===== config.mk =====
export PLATFORM = sky130hd
export DESIGN_NAME = tdm_deinterleaver
export DESIGN_NICKNAME = d
export VERILOG_FILES = /design/src/rtl/tdm_deinterleaver.sv
export SDC_FILE = /design/constraint.sdc
export NUM_CORES = 1
export LEC_CHECK = 0
export ABC_AREA = 1
export CAP_MARGIN = 20
export CORE_ASPECT_RATIO = 0.75
export CORE_UTILIZATION = 50
export DETAILED_ROUTE_END_ITERATION = 8
export PLACE_DENSITY = 0.87
export SYNTH_ARGS = -nofsm -noshare
export SYNTH_HDL_FRONTEND = slang
export SYNTH_SLANG_ARGS = --single-unit

===== constraint.sdc =====
create_clock -name clk -period 2.1 [get_ports clk]
set_clock_uncertainty 0.1 [all_clocks]
set_input_delay 0.42 -clock clk [delete_from_list [all_inputs] [get_ports clk]]
set_output_delay 0.42 -clock clk [all_outputs]
set_load 0.02 [all_outputs]

===== src/rtl/tdm_deinterleaver.sv =====
// Rebuilds a parallel LANES-word frame from the round-robin serial lane stream.
// Optional build macro SOF_RESYNC_EN: din_sof realigns the lane select to lane 0.
module tdm_deinterleaver #(
  parameter int unsigned LANES = 12,
  parameter int unsigned WIDTH = 8
) (
  input  logic                       clk,
  input  logic                       reset,
  input  logic [WIDTH-1:0]           din,
  input  logic                       din_valid,
  input  logic                       din_sof,
  output logic [LANES*WIDTH-1:0]     dout,
  output logic                       dout_valid,
  input  logic                       dout_ready,
  output logic [$clog2(LANES)-1:0]   sel,
  output logic                       overflow,
  output logic                       sync_err
);

  localparam int unsigned SEL_W   = $clog2(LANES);
  localparam int unsigned FRAME_W = LANES * WIDTH;

  logic [FRAME_W-1:0] asm_q;
  logic [FRAME_W-1:0] asm_d;
  logic [FRAME_W-1:0] dout_d;
  logic [SEL_W-1:0]   wr_lane;
  logic [SEL_W-1:0]   sel_d;
  logic               dout_valid_d;
  logic               overflow_d;
  logic               complete;

`ifdef SOF_RESYNC_EN
  logic sync_err_d;
`else
  logic unused_sof;
  assign unused_sof = din_sof;
  assign sync_err   = 1'b0;
`endif

  // Next-state: lane write, select advance, frame hand-off and overflow detection
  always_comb begin
    wr_lane      = sel;
    sel_d        = sel;
    asm_d        = asm_q;
    dout_d       = dout;
    dout_valid_d = dout_valid;
    overflow_d   = overflow;
    complete     = 1'b0;
`ifdef SOF_RESYNC_EN
    sync_err_d   = 1'b0;
    if (din_valid && din_sof) begin
      wr_lane    = '0;
      sync_err_d = (sel != '0);
    end
`endif
    if (din_valid) begin
      asm_d[wr_lane*WIDTH +: WIDTH] = din;
      complete = (wr_lane == SEL_W'(LANES - 1));
      sel_d    = complete ? '0 : wr_lane + SEL_W'(1);
    end
    // A completed frame can only replace dout once the previous one is taken
    if (complete) begin
      if (!dout_valid || dout_ready) begin
        dout_d       = asm_d;
        dout_valid_d = 1'b1;
      end else begin
        overflow_d   = 1'b1;
      end
    end else if (dout_valid && dout_ready) begin
      dout_valid_d = 1'b0;
    end
  end

  always_ff @(posedge clk or negedge reset) begin
    if (!reset) begin
      asm_q      <= '0;
      sel        <= '0;
      dout       <= '0;
      dout_valid <= 1'b0;
      overflow   <= 1'b0;
    end else begin
      asm_q      <= asm_d;
      sel        <= sel_d;
      dout       <= dout_d;
      dout_valid <= dout_valid_d;
      overflow   <= overflow_d;
    end
  end

`ifdef SOF_RESYNC_EN
  always_ff @(posedge clk or negedge reset) begin
    if (!reset) begin
      sync_err <= 1'b0;
    end else begin
      sync_err <= sync_err_d;
    end
  end
`endif

endmodule


# Word level (Yosys, flattened, before mapping)
# Cells that the tools add are included.
# W data, S select, Z words.
totals:
  input_bits: 13
  latch_bits: 0
  word_cells: 26
  out_inout_bits: 103
  romBits: 0
  ff_bits: 198
  ramBits: 0
  mem_count: 0
op_classes:
  order_cmp: 0
  n_bitwise: 1
  multipliers: 0
  div: 0
  add_sub_neg: 2
  n_eq_ne: 2
  reduce_logical: 7
  shift: 2
  mux: 7
ops:
  columns: ["op", "n"]
  rows:
  - ["$bwmux W96", 1]
  - ["$mux W96", 1]
  - ["$shift A8 B34 Y96 const A", 1]
  - ["$shiftx A8 B34 Y96", 1]
  - ["$neg A7 Y34", 1]
  - ["$reduce_and A2 Y1", 3]
  - ["$add A4 B1 Y4 const B", 1]
  - ["$eq A4 B4 Y1 const B", 1]
  - ["$mux W1", 4]
  - ["$mux W4", 1]
  - ["$ne A2 B1 Y1 const B", 1]
  - ["$reduce_bool A2 Y1", 1]
  - ["$logic_and A1 B1 Y1", 1]
  - ["$logic_not A1 Y1", 1]
  - ["$logic_or A1 B1 Y1", 1]
  - ["$not A1 Y1", 1]

# Longest topological paths before layout
# Gate-level depths: netlist (run 1).
depth:
  ltp_word: 4
  ltp_mapped: 13
  ltp_nobuf: 12

# Least setup slack after synthesis (run 1)
# Ideal clock, no wire load.
synth_path:
  kind: "reg-to-reg"
  from: "reg sel[0]"
  to: "reg dout[3]"
  n_path_buf: 3
  setup_time_ns: 0.123
  required_ns: 1.877
  period_less_slack_ns: 2.319
  slack_ns: -0.219
  arrival_ns: 2.096
  path_stages_with_launch: 12
  cell_sequence: "dfrtp_1 -> buf_2 -> inv_1 -> ha_1 -> inv_2 -> buf_2 -> nand4_1 -> nor2_1 -> buf_2 -> nand2_1 -> o21ai_1 -> o21ai_1"
synth_between:
  elab_chain_len: 4
  elab_cells_between_ends: 8
  cone_classes: "add/sub (1); eq/ne (1); shift (2); mux (3); reduce/logical (1)"
synth_rtl:
  columns: ["item", "line_no", "source"]
  rows:
  - ["start: declaration", "15", "output logic [$clog2(LANES)-1:0] sel,"]
  - ["start signal: assignment", "83", "sel <= sel_d;"]
  - ["$neg A7 Y34", "57", "asm_d[wr_lane*WIDTH +: WIDTH] = din;"]
  - ["$shiftx A8 B34 Y96 / $shift A8 B34 Y96 (equally long branches)", "57", null]
  - ["$bwmux W96", "57", null]
  - ["$mux W96", "56", "if (din_valid) begin"]
  - ["end signal: assignment", "84", "dout <= dout_d;"]
  - ["end: declaration", "12", "output logic [LANES*WIDTH-1:0] dout,"]
# Parallel ways exist; a longest one is shown, timed or not.
# A chain may end at the register's enable or synchronous reset.

# Final worst setup path (run 1)
layout_path:
  from: "reg sel[0]"
  to: "reg dout[78]"
# Same word-level chain as after synthesis.

==> impl_results.html, run 1 <==
<table>
<tr><th>Metric</th><th>Value</th></tr>
<tr><th colspan="2">Drt</th></tr>
<tr><td>Antenna Nets Post-Route</td><td>0</td></tr>
<tr><td>Detailed-routing iteration count for the pre-antenna-repair pass</td><td>5</td></tr>
<tr><td>Number of DRC markers after the initial detailed-route iteration</td><td>782</td></tr>
<tr><td>Average via count per standard cell</td><td>around 5.4</td></tr>
<tr><td>WL per Instance</td><td>17.0 um</td></tr>
<tr><td>DR vias</td><td>7869</td></tr>
<tr><td>DRC violations left</td><td>0</td></tr>
<tr><td>Overall routed net length</td><td>24.7 mm</td></tr>
<tr><th colspan="2">Floorplan</th></tr>
<tr><td>Standard-cell rows</td><td>41</td></tr>
<tr><td>Initial standard-cell utilization of the core</td><td>51.5%</td></tr>
<tr><td>Placeable core region</td><td>17000 sq um</td></tr>
<tr><td>IO Pins</td><td>around 120</td></tr>
<tr><td>Die boundary height</td><td>117 um</td></tr>
<tr><td>Area enclosed by the die boundary</td><td>18000 sq um</td></tr>
<tr><td>Horizontal extent of the die</td><td>about 150 um</td></tr>
<tr><th colspan="2">Yosys</th></tr>
<tr><td>Top post-synthesis cells by area</td><td>dfrtp_1, nand2_1, nand3_1</td></tr>
<tr><td>Yosys reg bits</td><td>198</td></tr>
<tr><td>Post-Syn Area</td><td>slightly below 9000 sq um</td></tr>
<tr><td>Portion of netlist area occupied by mux cells</td><td>0%</td></tr>
<tr><td>Synthesis warning total</td><td>0</td></tr>
<tr><td>Top cell type by total area after synthesis</td><td>dfrtp_1</td></tr>
<tr><td>Share of the yosys chip area belonging to registers</td><td>about 57%</td></tr>
<tr><td>Share of synthesized cell area in full adder, half adder and majority cells</td><td>0.429%</td></tr>
<tr><td>Post-synthesis share of cell area spent on and, or, nand and nor gates</td><td>about 34%</td></tr>
<tr><td>Synthesized area per cell</td><td>roughly 8.5 sq um</td></tr>
<tr><td>Synthesized-area fraction occupied by ao, oa, aoi and oai cells</td><td>1.53%</td></tr>
<tr><td>Combinational family with the most area after synthesis</td><td>simple AND/OR/NAND/NOR gates</td></tr>
<tr><td>Syn Inst Count</td><td>1035</td></tr>
<tr><td>Xor and xnor area share after synthesis</td><td>0%</td></tr>
<tr><td>Number of nets in the synthesized netlist</td><td>1051</td></tr>
<tr><td>Cell variety after synth</td><td>32</td></tr>
<tr><td>Yosys top cell area share</td><td>between 50% and 60%</td></tr>
<tr><th colspan="2">Setup path</th></tr>
<tr><td>Launch instance of the worst register-to-register path</td><td>sel[0]$_DFFE_PN0P_</td></tr>
<tr><td>Delay contributed by the slowest stage of the critical path</td><td>480 ps</td></tr>
<tr><td>Buffering stage count on the worst path with inverters included</td><td>3</td></tr>
<tr><td>Worst path slowest cell</td><td>dfrtp_2</td></tr>
<tr><td>Cell occurring most often along the worst timing path</td><td>nand3_1</td></tr>
<tr><td>Crit path kind</td><td>register to register</td></tr>
<tr><td>Critical path endpoint</td><td>dout[78]$_DFFE_PN0P_</td></tr>
<tr><td>Worst R2R Path Depth</td><td>9</td></tr>
<tr><td>Category of cells accounting for the largest share of critical-path delay</td><td>simple AND/OR/NAND/NOR gates</td></tr>
<tr><td>Stages on worst setup path</td><td>9</td></tr>
<tr><td>Launching instance or port of the critical path</td><td>sel[0]$_DFFE_PN0P_</td></tr>
<tr><td>CP Max Fanout</td><td>7</td></tr>
<tr><td>CP endpoint kind</td><td>register</td></tr>
<tr><td>Worst R2R End</td><td>dout[78]$_DFFE_PN0P_</td></tr>
<tr><td>Arrival time of the worst setup path</td><td>between 2000 and 2500 ps</td></tr>
<tr><td>Data required time of the worst path</td><td>2320 ps</td></tr>
<tr><td>Slack of the worst reg-to-reg path</td><td>-60 ps</td></tr>
<tr><td>Crit path launch type</td><td>register</td></tr>
<tr><td>CP Cell Sequence</td><td>inv_4 -&gt; ha_4 -&gt; nand2_1 -&gt; buf_4 -&gt; clkinvlp_4 -&gt; nand3_1 -&gt; nand3_1 -&gt; nand3_1 -&gt; nand2_1</td></tr>
<tr><th colspan="2">STA</th></tr>
<tr><td>Post-Route Setup TNS</td><td>-398 ps</td></tr>
<tr><td>Final number of hold-violating endpoints</td><td>0</td></tr>
<tr><td>Relative slew slack</td><td>65.9%</td></tr>
<tr><td>Worst Tran Pin Value</td><td>510 ps</td></tr>
<tr><td>Hold Slack</td><td>~310 ps</td></tr>
<tr><td>Achievable frequency</td><td>463 MHz</td></tr>
<tr><td>Number of pins with negative max-slew slack in the final report</td><td>0</td></tr>
<tr><td>Number of endpoints failing setup at the final stage</td><td>17</td></tr>
<tr><td>Unrepaired setup endpoints after global routing</td><td>true</td></tr>
<tr><td>Period utilisation layout</td><td>103%</td></tr>
<tr><td>Slack of the critical path</td><td>-61.0 ps</td></tr>
<tr><td>Min Clock Period, post-route</td><td>2160 ps</td></tr>
<tr><th colspan="2">Placement</th></tr>
<tr><td>DP HPWL</td><td>15.6 mm</td></tr>
<tr><td>Buffers added on ports</td><td>~110</td></tr>
<tr><td>Final weighted congestion in routability-driven placement</td><td>around 0.92</td></tr>
<tr><td>Placed standard-cell area</td><td>10600 sq um</td></tr>
<tr><th colspan="2">Min path</th></tr>
<tr><td>Worst hold path type</td><td>primary input to async pin</td></tr>
<tr><th colspan="2">Global route</th></tr>
<tr><td>Number of global-route vias before repair</td><td>7298</td></tr>
<tr><td>Global route total overflow</td><td>0</td></tr>
<tr><td>Pin count of the biggest net entering global routing</td><td>72</td></tr>
<tr><td>First-pass GRT wire length</td><td>about 37 mm</td></tr>
<tr><td>Antenna violations before repair</td><td>0</td></tr>
<tr><td>Overall fraction of global-route tracks in use</td><td>26.6%</td></tr>
<tr><th colspan="2">Clock tree</th></tr>
<tr><td>TritonCTS buffer count</td><td>17</td></tr>
<tr><td>H-Tree Depth</td><td>4</td></tr>
<tr><td>Clock latency on the worst-skew pair</td><td>approximately 440 ps</td></tr>
<tr><td>Buffer depth of the longest clock path</td><td>2</td></tr>
<tr><td>Clk pin slew, worst setup/hold paths</td><td>70 ps</td></tr>
<tr><td>Number of sinks handled by clock tree synthesis</td><td>198</td></tr>
<tr><td>TritonCTS clock tree</td><td>done</td></tr>
<tr><td>CTS root buffer</td><td>clkbuf_16</td></tr>
<tr><th colspan="2">Run status</th></tr>
<tr><td>Failing checks</td><td>negative setup slack</td></tr>
<tr><td>Run status</td><td>complete, but fails checks</td></tr>
<tr><th colspan="2">Power and ir drop</th></tr>
<tr><td>Final Total Pwr</td><td>roughly 0.019 W</td></tr>
<tr><td>Power per unit of standard cell area</td><td>1570 nW/um^2</td></tr>
<tr><td>P_leak</td><td>5.88 nW</td></tr>
<tr><td>IR Drop Worst-Case VDD</td><td>642 uV</td></tr>
<tr><th colspan="2">Finish</th></tr>
<tr><td>Leading cell type in the layout, fill and taps excluded</td><td>nand2_1</td></tr>
<tr><td>Fraction of final layout cells sized beyond drive strength 1</td><td>17.4%</td></tr>
<tr><td>Post-layout nets</td><td>1219</td></tr>
<tr><td>Post-route standard cell area excluding fillers</td><td>11800 sq um</td></tr>
<tr><td>Area delta synth-&gt;final</td><td>35.0%</td></tr>
<tr><td>Ant diodes</td><td>0</td></tr>
<tr><td>Most frequent cells in the layout</td><td>nand2_1, dfrtp_1, nand3_1, clkdlybuf4s50_1, inv_1</td></tr>
<tr><th colspan="2">Run</th></tr>
<tr><td>Max-Cap Viols</td><td>0</td></tr>
</table>
==> Yosys cell counts <==
master	n
nor2_2	6
a21oi_1	4
o21ai_1	9
nor2_4	3
o21ai_0	5
inv_2	11
a21o_1	1
clkbuf_1	11
o22ai_1	1
inv_1	104
buf_2	22
clkinv_1	1
nor3_2	2
nand2_1	367
o211ai_1	1
o21a_1	1
conb_1	1
dfrtp_1	198
nand4_2	2
buf_1	3
nand4_1	25
nand2_4	1
nor2_1	25
a21boi_1	2
nand3_1	136
and2_1	78
buf_4	2
nor3_4	2
nand2_2	6
ha_1	3
nand3b_1	1
nor3_1	1
==> state kept, by name, summed over array words and instances (netlist names) <==
name and flops:
asm_q 96, dout 96, sel 4, dout_valid 1, overflow 1
==> kinds of logic (layout without fill, tap and decap cells) <==
group / after synthesis / in the layout
AO/OA/AOI/OAI: 24 / 24
adder cells (fa/ha/maj): 3 / 3
other: 1 / 1
buffers and inverters: 154 / 333
flip-flops: 198 / 198
AND/OR/NAND/NOR: 655 / 656
==> metrics by stage <==
| step | utilization (%) | std cells | setup slack [ps] |
|---|---|---|---|
| 2_1_floorplan | - | 1035 | 14.2 |
| 3_3_place_gp | 62.2 | 1399 | -170 |
| 3_5_place_dp | 62.2 | 1399 | -231 |
| 4_1_cts | 66.1 | 1431 | -24.8 |
| 5_1_grt | 69.6 | 1451 | -137 |
| 6_report | 69.6 | 1451 | -61.0 |
==> report_power, final <==
| part | switching [W] | internal [W] | leakage (nW) |
|---|---|---|---|
| Sequential | 0.000741 | 0.00540 | 2.37 |
| Combinational | 0.00516 | 0.00389 | 3.22 |
| Clock | 0.00146 | 0.00186 | 0.292 |
| Total | 0.00736 | 0.0111 | 5.88 |
==> metal layers <==
metal  share of wire (%)  track usage (%)
met1                  43             37.2
met4                 3.0             10.0
met5                   0                0
met3                 8.4             6.57
met2                  46             40.4
==> repair_timing <==
item / in CTS / in global routing
gates resized for setup: 16 / 95
setup buffers: 0 / 17
endpoints found under the setup margin: 119 / 175
pin swaps: 3 / 25
endpoints found under the hold margin: 14 / 0
cloned: 0 / 3
hold buffers: 1 / 0
==> worst min-delay path by stage <==
stage	start	to	slack [ps]	cells after the start
2_1_floorplan	reset	asm_q[0]$_DFF_PN0_	20	0
3_3_place_gp	reset	dout[36]$_DFFE_PN0P_	190	1
3_5_place_dp	reset	dout[36]$_DFFE_PN0P_	190	1
4_1_cts	reset	dout[36]$_DFFE_PN0P_	300	2
5_1_grt	reset	dout[36]$_DFFE_PN0P_	300	2
6_report	reset	dout[35]$_DFFE_PN0P_	310	2
==> worst register-to-register path, stage by stage (launching register included) <==
cell and delay (ps):
dfrtp_2 480, inv_4 100, ha_4 220, nand2_1 170, buf_4 200, clkinvlp_4 190, nand3_1 200, nand3_1 170
nand3_1 140, nand2_1 60
==> final cells by class <==
type | instances | area, sq um
Fill cell | 1183 | 5170
Sequential cell | 198 | 4960
Multi-Input combinational cell | 684 | 3610
Timing Repair Buffer | 186 | 1920
Clock buffer | 22 | 474
Inverter | 116 | 447
Tap cell | 236 | 295
Clock inverter | 9 | 118
Power figures use the tool's default switching activity.
==> run 2, diff against run 1 <==
ABC_AREA = 0   (was 1)
CORE_UTILIZATION = 49   (was 50)
==> run 2 against run 1 <==
  * The flow still finishes with violations (negative setup slack)
  * Setup slack got worse by 280 ps
  * Die area decreased by 8.3%
  * Wire length decreased by 11%
  * Non-clock buffer count increased by 9
  * Global-route usage decreased by 0.51 points
  * Via count decreased by 30%
  * First-iteration DRC count decreased by 30%
  * Hold slack improved by 77 ps
  * Count of clock-buffer cells in the layout decreased by 2
  * Critical path type unchanged
==> impl_results.html, run 2 <==
<table>
<tr><th>Metric</th><th>Value</th></tr>
<tr><th colspan="2">Drt</th></tr>
<tr><td>DR vias</td><td>5505 (-30%)</td></tr>
<tr><td>Antenna Nets Post-Route</td><td>0 (unchanged)</td></tr>
<tr><td>Detailed-routing iteration count for the pre-antenna-repair pass</td><td>5 (unchanged)</td></tr>
<tr><td>WL per Instance</td><td>22.8 um (+34%)</td></tr>
<tr><td>Number of DRC markers after the initial detailed-route iteration</td><td>544 (-30%)</td></tr>
<tr><td>DRC violations left</td><td>0 (unchanged)</td></tr>
<tr><td>Overall routed net length</td><td>21.9 mm (-11%)</td></tr>
<tr><td>Average via count per standard cell</td><td>5.73 (+5.7%)</td></tr>
<tr><th colspan="2">Yosys</th></tr>
<tr><td>Yosys reg bits</td><td>198 (unchanged)</td></tr>
<tr><td>Leading post-synthesis cells by instance count</td><td>dfrtp_1, mux2_2, nand2_1</td></tr>
<tr><td>Synthesized area per cell</td><td>14.0 sq um (+65%)</td></tr>
<tr><td>Most common cell in the synthesized netlist</td><td>dfrtp_1</td></tr>
<tr><td>Async set-or-reset flop fraction in the synthesized netlist</td><td>100% (unchanged)</td></tr>
<tr><td>Share of synthesized cell area in full adder, half adder and majority cells</td><td>0.478% (+0.049 points)</td></tr>
<tr><td>Top cell type by total area after synthesis</td><td>dfrtp_1</td></tr>
<tr><td>Post-Syn Area</td><td>7850 sq um (-10%)</td></tr>
<tr><td>Synthesis warning total</td><td>0 (unchanged)</td></tr>
<tr><td>Combinational family with the most area after synthesis</td><td>multiplexers</td></tr>
<tr><td>EDFF count, synth</td><td>0 (unchanged)</td></tr>
<tr><td>Number of nets in the synthesized netlist</td><td>578 (-45%)</td></tr>
<tr><td>Ys flop type</td><td>dfrtp_1</td></tr>
<tr><td>Xor and xnor area share after synthesis</td><td>0.223% (+0.22 points)</td></tr>
<tr><td>Portion of netlist area occupied by mux cells</td><td>22.0% (+22 points)</td></tr>
<tr><td>Cell variety after synth</td><td>40 (+25%)</td></tr>
<tr><td>Syn Inst Count</td><td>562 (-46%)</td></tr>
<tr><td>Share of the yosys chip area belonging to registers</td><td>63.1% (+6.5 points)</td></tr>
<tr><td>Yosys top cell area share</td><td>63.1% (+6.5 points)</td></tr>
<tr><td>Synthesized-area fraction occupied by ao, oa, aoi and oai cells</td><td>4.73% (+3.2 points)</td></tr>
<tr><td>Post-synthesis share of cell area spent on and, or, nand and nor gates</td><td>7.38% (-27 points)</td></tr>
<tr><td>Top post-synthesis cells by area</td><td>dfrtp_1, mux2_2, o21ai_0</td></tr>
<tr><th colspan="2">STA</th></tr>
<tr><td>Worst Tran Pin Value</td><td>551 ps (+41.5 ps)</td></tr>
<tr><td>Relative slew slack</td><td>63.3% (-2.7 points)</td></tr>
<tr><td>Final number of hold-violating endpoints</td><td>0 (unchanged)</td></tr>
<tr><td>Min Clock Period, post-route</td><td>2440 ps (+282 ps)</td></tr>
<tr><td>Unrepaired setup endpoints after global routing</td><td>true</td></tr>
<tr><td>Number of pins with negative max-slew slack in the final report</td><td>0 (unchanged)</td></tr>
<tr><td>Number of endpoints failing setup at the final stage</td><td>110 (+93)</td></tr>
<tr><td>Slack of the critical path</td><td>-343 ps (-282 ps)</td></tr>
<tr><td>Period utilisation layout</td><td>116% (+13 points)</td></tr>
<tr><td>Achievable frequency</td><td>409 MHz (-12%)</td></tr>
<tr><th colspan="2">Setup path</th></tr>
<tr><td>Data required time of the worst path</td><td>2320 ps (about the same)</td></tr>
<tr><td>Arrival time of the worst setup path</td><td>2660 ps (+270 ps)</td></tr>
<tr><td>CP Cell Sequence</td><td>nor3_2 -&gt; ha_1 -&gt; nand3b_4 -&gt; or4b_4 -&gt; mux2_4 -&gt; mux2_4</td></tr>
<tr><td>Cell occurring most often along the worst timing path</td><td>mux2_4</td></tr>
<tr><td>Worst path slowest cell</td><td>or4b_4</td></tr>
<tr><td>Delay contributed by the slowest stage of the critical path</td><td>640 ps (+160 ps)</td></tr>
<tr><td>Crit path launch type</td><td>register</td></tr>
<tr><td>CP endpoint kind</td><td>register</td></tr>
<tr><td>CP Max Fanout</td><td>8 (+1)</td></tr>
<tr><td>Crit path kind</td><td>register to register</td></tr>
<tr><th colspan="2">Floorplan</th></tr>
<tr><td>Placeable core region</td><td>15400 sq um (-9.2%)</td></tr>
<tr><td>Standard-cell rows</td><td>39 (-4.9%)</td></tr>
<tr><td>Die boundary height</td><td>112 um (-4.2%)</td></tr>
<tr><td>IO Pins</td><td>116 (unchanged)</td></tr>
<tr><td>Initial standard-cell utilization of the core</td><td>50.9% (-0.60 points)</td></tr>
<tr><td>Area enclosed by the die boundary</td><td>16500 sq um (-8.3%)</td></tr>
<tr><td>Horizontal extent of the die</td><td>148 um (-4.2%)</td></tr>
<tr><th colspan="2">Placement</th></tr>
<tr><td>Buffers added on ports</td><td>113 (unchanged)</td></tr>
<tr><td>Placed cells</td><td>914 (-35%)</td></tr>
<tr><td>DP HPWL</td><td>13.0 mm (-16%)</td></tr>
<tr><td>Placed standard-cell area</td><td>9980 sq um (-5.5%)</td></tr>
<tr><td>Pre-CTS setup slack</td><td>-476 ps (-245 ps)</td></tr>
<tr><td>Final weighted congestion in routability-driven placement</td><td>0.888 (-3.4%)</td></tr>
<tr><th colspan="2">Global route</th></tr>
<tr><td>Pin count of the biggest net entering global routing</td><td>64 (-11%)</td></tr>
<tr><td>Global route total overflow</td><td>0 (unchanged)</td></tr>
<tr><td>Overall fraction of global-route tracks in use</td><td>26.1% (-0.51 points)</td></tr>
<tr><td>Number of global-route vias before repair</td><td>5899 (-19%)</td></tr>
<tr><td>Antenna violations before repair</td><td>0 (unchanged)</td></tr>
<tr><td>First-pass GRT wire length</td><td>32.5 mm (-12%)</td></tr>
<tr><th colspan="2">Clock tree</th></tr>
<tr><td>TritonCTS clock tree</td><td>done</td></tr>
<tr><td>Buffer depth of the longest clock path</td><td>2 (unchanged)</td></tr>
<tr><td>H-Tree Depth</td><td>4 (unchanged)</td></tr>
<tr><td>Clock latency on the worst-skew pair</td><td>450 ps (about the same)</td></tr>
<tr><td>CTS root buffer</td><td>clkbuf_16</td></tr>
<tr><td>Number of sinks handled by clock tree synthesis</td><td>198 (unchanged)</td></tr>
<tr><td>TritonCTS buffer count</td><td>17 (unchanged)</td></tr>
<tr><td>Clk pin slew, worst setup/hold paths</td><td>70 ps (about the same)</td></tr>
<tr><th colspan="2">Finish</th></tr>
<tr><td>Cell Count, Final, Fillers Out</td><td>960 (-34%)</td></tr>
<tr><td>Leading cell type in the layout, fill and taps excluded</td><td>dfrtp_1</td></tr>
<tr><td>Number of filler instances in the final layout</td><td>912 (-23%)</td></tr>
<tr><td>Ant diodes</td><td>0 (unchanged)</td></tr>
<tr><td>Post-route standard cell area excluding fillers</td><td>11100 sq um (-6.4%)</td></tr>
<tr><td>Multi-input combinational cell area</td><td>3240 sq um (-10%)</td></tr>
<tr><td>Post-layout nets</td><td>758 (-38%)</td></tr>
<tr><td>Biggest regs</td><td>asm_q: 96 flops, dout: 96 flops, sel: 4 flops</td></tr>
<tr><td>Area delta synth-&gt;final</td><td>40.7%</td></tr>
<tr><td>Fraction of final layout cells sized beyond drive strength 1</td><td>43.3% (+26 points)</td></tr>
<tr><td>Most frequent cells in the layout</td><td>dfrtp_1, clkdlybuf4s50_1, mux2_2, mux2_4, buf_4</td></tr>
<tr><td>Area taken by flip-flops and latches</td><td>4960 sq um (unchanged)</td></tr>
<tr><th colspan="2">Min path</th></tr>
<tr><td>Worst hold path type</td><td>register to register</td></tr>
<tr><th colspan="2">Run status</th></tr>
<tr><td>Run status</td><td>complete, but fails checks</td></tr>
<tr><td>Failing checks</td><td>negative setup slack</td></tr>
<tr><th colspan="2">Power and ir drop</th></tr>
<tr><td>IR Drop Worst-Case VDD</td><td>1040 uV (+62%)</td></tr>
<tr><td>P_leak</td><td>5.09 nW (-13%)</td></tr>
<tr><td>Power per unit of standard cell area</td><td>1560 nW/um^2 (-0.63%)</td></tr>
<tr><th colspan="2">Run</th></tr>
<tr><td>Max-Cap Viols</td><td>0 (unchanged)</td></tr>
</table>
## run 2: cell count changes in the layout (fill, tap and decap cells not counted), moves of 16 or more
cell	delta
nand3_2	-19
mux2_4	+57
and2_1	-70
inv_1	-100
nand4_1	-25
nand2_2	-16
mux2_2	+94
a31oi_1	+16
nand2_1	-312
nand3_1	-106
## run 2: worst paths after layout
kind                                      from                    to  slack, ps  cells past startpoint
min                        asm_q[50]$_DFF_PN0_   asm_q[50]$_DFF_PN0_        390                      2
min in group asynchronous                reset  dout[63]$_DFFE_PN0P_        440                      2
min reg2reg                asm_q[50]$_DFF_PN0_   asm_q[50]$_DFF_PN0_        390                      2
max reg2reg                 sel[1]$_DFFE_PN0P_  dout[38]$_DFFE_PN0P_       -340                      6
max                         sel[1]$_DFFE_PN0P_  dout[38]$_DFFE_PN0P_       -340                      6
max in group asynchronous                reset  dout[93]$_DFFE_PN0P_        710                      3
## run 2: repair_timing
action | in CTS | in global routing
setup endpoints to repair | 176 | 174
endpoints found under the hold margin | 59 | 0
cloned | 2 | 2
pin swaps | 8 | 14
gates resized for setup | 44 | 56
setup buffers | 7 | 3
hold buffers | 1 | 0
## run 2: stage by stage
step           hold slack (ps)  utilization [%]  setup TNS [ps]  power, W
6_report                   386             71.7          -20060    0.0172
5_1_grt                    401             71.7          -27570    0.0179
4_1_cts                    371             69.9          -18240    0.0167
3_5_place_dp               350             64.7          -47440    0.0130
3_3_place_gp               333             64.7          -39870    0.0126
2_1_floorplan             24.4                -          -51380   0.00998
## run 2: cell type report
type	count	area share, %
flip-flops and latches	198	44.8
multi-input cells	327	29.3
repair buffers	195	18.0
clock buffers	20	4.22
well taps	205	2.32
clock inverters	12	1.28
inverters	3	0.102
## run 2: per-layer routing
| metal | track usage, % | wire [um] |
|---|---|---|
| met5 | 0 | 0 |
| met1 | 33.2 | 8790 |
| met2 | 41.8 | 10900 |
| met3 | 8.07 | 1570 |
| met4 | 10.2 | 646 |
## run 2: kinds of logic (layout without fill, tap and decap cells)
group                    count (synthesis)  in the layout
flip-flops                             198            198
XOR/XNOR                                 2              2
AND/OR/NAND/NOR                        106            106
other                                    1              1
multiplexers                           151            151
adder cells (fa/ha/maj)                  3              3
buffers and inverters                   37            230
AO/OA/AOI/OAI                           64             64
## run 2: where the power goes
part / total (W) / switching [W] / leakage, nW / internal, W
registers: 0.00621 / 0.000847 / 2.57 / 0.00536
clock network: 0.00336 / 0.00149 / 0.294 / 0.00187
logic: 0.00763 / 0.00380 / 2.23 / 0.00383
## run 2: critical path, delay by kind of cell, from the launching register on
kind | cells | cell delay, ps
AND/OR/NAND/NOR | 3 | 820
multiplexers | 2 | 620
flip-flops | 1 | 420
adder cells (fa/ha/maj) | 1 | 370
==> run 3, diff against run 2 <==
CORE_ASPECT_RATIO = unset   (was 0.75)
==> run 3 against run 2 <==
  * The run still ends with negative setup slack left
  * Hold slack got worse by 6.0 ps
  * Power fell by 1.2%
  * Sequential power shrank 1%
  * Combinational power down 1%
  * Wire length decreased by 12%
  * Sequential share of layout area shrank 0.23 points
  * Largest cell class unchanged
  * Highest routed layer unchanged
==> impl_results.html, run 3 (synthesized netlist as in run 2, its figures left out) <==
<table>
<tr><th>Metric</th><th>Value</th></tr>
<tr><th colspan="2">Clock tree</th></tr>
<tr><td>CTS root buffer</td><td>clkbuf_16</td></tr>
<tr><td>Buffer depth of the longest clock path</td><td>2 (unchanged)</td></tr>
<tr><td>Clock latency on the worst-skew pair</td><td>440 ps (about the same)</td></tr>
<tr><td>Clk pin slew, worst setup/hold paths</td><td>70 ps (about the same)</td></tr>
<tr><td>TritonCTS buffer count</td><td>17 (unchanged)</td></tr>
<tr><td>Number of sinks handled by clock tree synthesis</td><td>198 (unchanged)</td></tr>
<tr><td>H-Tree Depth</td><td>4 (unchanged)</td></tr>
<tr><td>TritonCTS clock tree</td><td>done</td></tr>
<tr><th colspan="2">Power and ir drop</th></tr>
<tr><td>IR Drop Worst-Case VDD</td><td>843 uV (-19%)</td></tr>
<tr><td>Final Total Pwr</td><td>0.0170 W (-1.2%)</td></tr>
<tr><td>P_leak</td><td>5.14 nW (+0.82%)</td></tr>
<tr><td>Power per unit of standard cell area</td><td>1530 nW/um^2 (-1.7%)</td></tr>
<tr><th colspan="2">Drt</th></tr>
<tr><td>DRC violations left</td><td>0 (unchanged)</td></tr>
<tr><td>Detailed-routing iteration count for the pre-antenna-repair pass</td><td>4 (-1)</td></tr>
<tr><td>Number of DRC markers after the initial detailed-route iteration</td><td>257 (-53%)</td></tr>
<tr><td>Antenna Nets Post-Route</td><td>0 (unchanged)</td></tr>
<tr><td>WL per Instance</td><td>19.8 um (-13%)</td></tr>
<tr><td>DR vias</td><td>5254 (-4.6%)</td></tr>
<tr><td>Average via count per standard cell</td><td>5.41 (-5.7%)</td></tr>
<tr><td>Overall routed net length</td><td>19.2 mm (-12%)</td></tr>
<tr><th colspan="2">Floorplan</th></tr>
<tr><td>Initial standard-cell utilization of the core</td><td>50.9% (about the same)</td></tr>
<tr><td>Placeable core region</td><td>15400 sq um (about the same)</td></tr>
<tr><td>Standard-cell rows</td><td>45 (+15%)</td></tr>
<tr><td>Die boundary height</td><td>129 um (+15%)</td></tr>
<tr><td>Area enclosed by the die boundary</td><td>16500 sq um (about the same)</td></tr>
<tr><td>Horizontal extent of the die</td><td>129 um (-13%)</td></tr>
<tr><td>IO Pins</td><td>116 (unchanged)</td></tr>
<tr><th colspan="2">Finish</th></tr>
<tr><td>Post-layout nets</td><td>764 (+0.79%)</td></tr>
<tr><td>Post-route standard cell area excluding fillers</td><td>11100 sq um (+0.53%)</td></tr>
<tr><td>Fraction of final layout cells sized beyond drive strength 1</td><td>43.0% (-0.34 points)</td></tr>
<tr><td>Area delta synth-&gt;final</td><td>41.5%</td></tr>
<tr><td>Multi-input combinational cell area</td><td>3190 sq um (-1.4%)</td></tr>
<tr><td>Biggest regs</td><td>asm_q: 96 flops, dout: 96 flops, sel: 4 flops</td></tr>
<tr><td>Number of filler instances in the final layout</td><td>986 (+8.1%)</td></tr>
<tr><td>Leading cell type in the layout, fill and taps excluded</td><td>dfrtp_1</td></tr>
<tr><td>Most frequent cells in the layout</td><td>dfrtp_1, clkdlybuf4s50_1, mux2_2, mux2_4, buf_4</td></tr>
<tr><td>Area taken by flip-flops and latches</td><td>4960 sq um (about the same)</td></tr>
<tr><td>Ant diodes</td><td>0 (unchanged)</td></tr>
<tr><th colspan="2">Global route</th></tr>
<tr><td>Antenna violations before repair</td><td>1 (+1)</td></tr>
<tr><td>Pin count of the biggest net entering global routing</td><td>54 (-16%)</td></tr>
<tr><td>Number of global-route vias before repair</td><td>5650 (-4.2%)</td></tr>
<tr><td>Global route total overflow</td><td>0 (unchanged)</td></tr>
<tr><td>Overall fraction of global-route tracks in use</td><td>24.8% (-1.2 points)</td></tr>
<tr><td>First-pass GRT wire length</td><td>30.5 mm (-6.1%)</td></tr>
<tr><th colspan="2">Setup path</th></tr>
<tr><td>Crit path launch type</td><td>register</td></tr>
<tr><td>CP endpoint kind</td><td>register</td></tr>
<tr><td>Worst R2R Path Depth</td><td>7 (+1)</td></tr>
<tr><td>Data required time of the worst path</td><td>2320 ps (about the same)</td></tr>
<tr><td>CP Max Fanout</td><td>8 (unchanged)</td></tr>
<tr><td>Crit path kind</td><td>register to register</td></tr>
<tr><td>Arrival time of the worst setup path</td><td>2600 ps (-60 ps)</td></tr>
<tr><th colspan="2">STA</th></tr>
<tr><td>Period utilisation layout</td><td>113% (-3.3 points)</td></tr>
<tr><td>Final number of hold-violating endpoints</td><td>0 (unchanged)</td></tr>
<tr><td>Worst Tran Pin Value</td><td>508 ps (-43.5 ps)</td></tr>
<tr><td>Achievable frequency</td><td>421 MHz (+3.0%)</td></tr>
<tr><td>Slack of the critical path</td><td>-273 ps (+70.2 ps)</td></tr>
<tr><td>Number of endpoints failing setup at the final stage</td><td>123 (+12%)</td></tr>
<tr><td>Relative slew slack</td><td>66.0% (+2.8 points)</td></tr>
<tr><td>Unrepaired setup endpoints after global routing</td><td>true</td></tr>
<tr><td>Post-Route Setup TNS</td><td>-15250 ps (+4820 ps)</td></tr>
<tr><td>Min Clock Period, post-route</td><td>2370 ps (-70.2 ps)</td></tr>
<tr><td>Number of pins with negative max-slew slack in the final report</td><td>0 (unchanged)</td></tr>
<tr><th colspan="2">Run status</th></tr>
<tr><td>Run status</td><td>complete, but fails checks</td></tr>
<tr><td>Failing checks</td><td>negative setup slack</td></tr>
<tr><th colspan="2">Min path</th></tr>
<tr><td>Worst hold path type</td><td>primary input to async pin</td></tr>
<tr><th colspan="2">Placement</th></tr>
<tr><td>Placed standard-cell area</td><td>10100 sq um (+0.93%)</td></tr>
<tr><td>Final weighted congestion in routability-driven placement</td><td>0.848 (-4.4%)</td></tr>
<tr><td>DP HPWL</td><td>12.3 mm (-5.4%)</td></tr>
<tr><td>Buffers added on ports</td><td>113 (unchanged)</td></tr>
<tr><th colspan="2">Run</th></tr>
<tr><td>Max-Cap Viols</td><td>0 (unchanged)</td></tr>
</table>
-- run 3: cell types whose count changed in the layout (fill, tap and decap cells not counted), moves of 2 or more --
cell,delta
a31oi_4,-2
o21ai_0,+3
mux2_2,-2
nand2_4,+2
o21ai_2,-4
buf_12,+5
a31oi_2,-3
buf_6,-4
clkbuf_8,-2
a31oi_1,+5
mux2_4,+2
buf_4,+4
buf_16,+2
-- run 3: area by class of cell --
| class | count | share of cell area [%] |
|---|---|---|
| Sequential cell | 198 | 44.6 |
| Clock inverter | 14 | 1.49 |
| Multi-Input combinational cell | 327 | 28.7 |
| Tap cell | 211 | 2.38 |
| Clock buffer | 18 | 3.95 |
| Inverter | 3 | 0.101 |
| Timing Repair Buffer | 201 | 18.7 |
-- run 3: stage by stage --
| step | std cells | util (%) | hold slack (ps) | worst slack (ps) |
|---|---|---|---|---|
| detailed placement | 923 | 65.3 | 272 | -455 |
| global placement | 923 | 65.3 | 269 | -431 |
| finish | 972 | 72.0 | 380 | -273 |
| floorplan | 562 | - | 24.4 | -573 |
| CTS | 968 | 71.3 | 372 | -272 |
| global route | 972 | 72.0 | 404 | -309 |
-- run 3: what timing repair did --
item                                    in CTS  in global routing
pin swaps                                   21                  5
hold buffers                                 1                  0
endpoints found under the setup margin     162                168
hold endpoints to repair                    38                  0
setup buffers                                9                  3
cloned                                       3                  1
resized for setup                           64                 26
-- run 3: worst paths after layout --
path                                    start              endpoint  slack [ps]
max reg2reg                sel[2]$_DFFE_PN0P_  dout[39]$_DFFE_PN0P_        -270
min reg2reg                asm_q[0]$_DFF_PN0_    asm_q[0]$_DFF_PN0_         380
max in group asynchronous               reset   asm_q[35]$_DFF_PN0_         880
min                                     reset  dout[27]$_DFFE_PN0P_         380
max                        sel[2]$_DFFE_PN0P_  dout[39]$_DFFE_PN0P_        -270
min in group clk           asm_q[0]$_DFF_PN0_    asm_q[0]$_DFF_PN0_         380
-- run 3: where the power goes --
group / internal, W / switching, W / leakage, nW / total, W
clock network: 0.00182 / 0.00151 / 0.290 / 0.00333
registers: 0.00538 / 0.000761 / 2.57 / 0.00614
logic: 0.00395 / 0.00357 / 2.27 / 0.00753
-- run 3: critical path: stages (launching register included) --
cell and delay, ps:
dfrtp_2 430, nor3_4 210, ha_4 180, nand3b_4 80
or4b_4 520, buf_8 170, mux2_4 300, mux2_4 260
-- run 3: layer usage --
layer | GRT usage, % | routed length (um)
met2 | 41.7 | 9660
met5 | 0 | 0
met4 | 9.07 | 410
met3 | 6.07 | 979
met1 | 31.3 | 8180
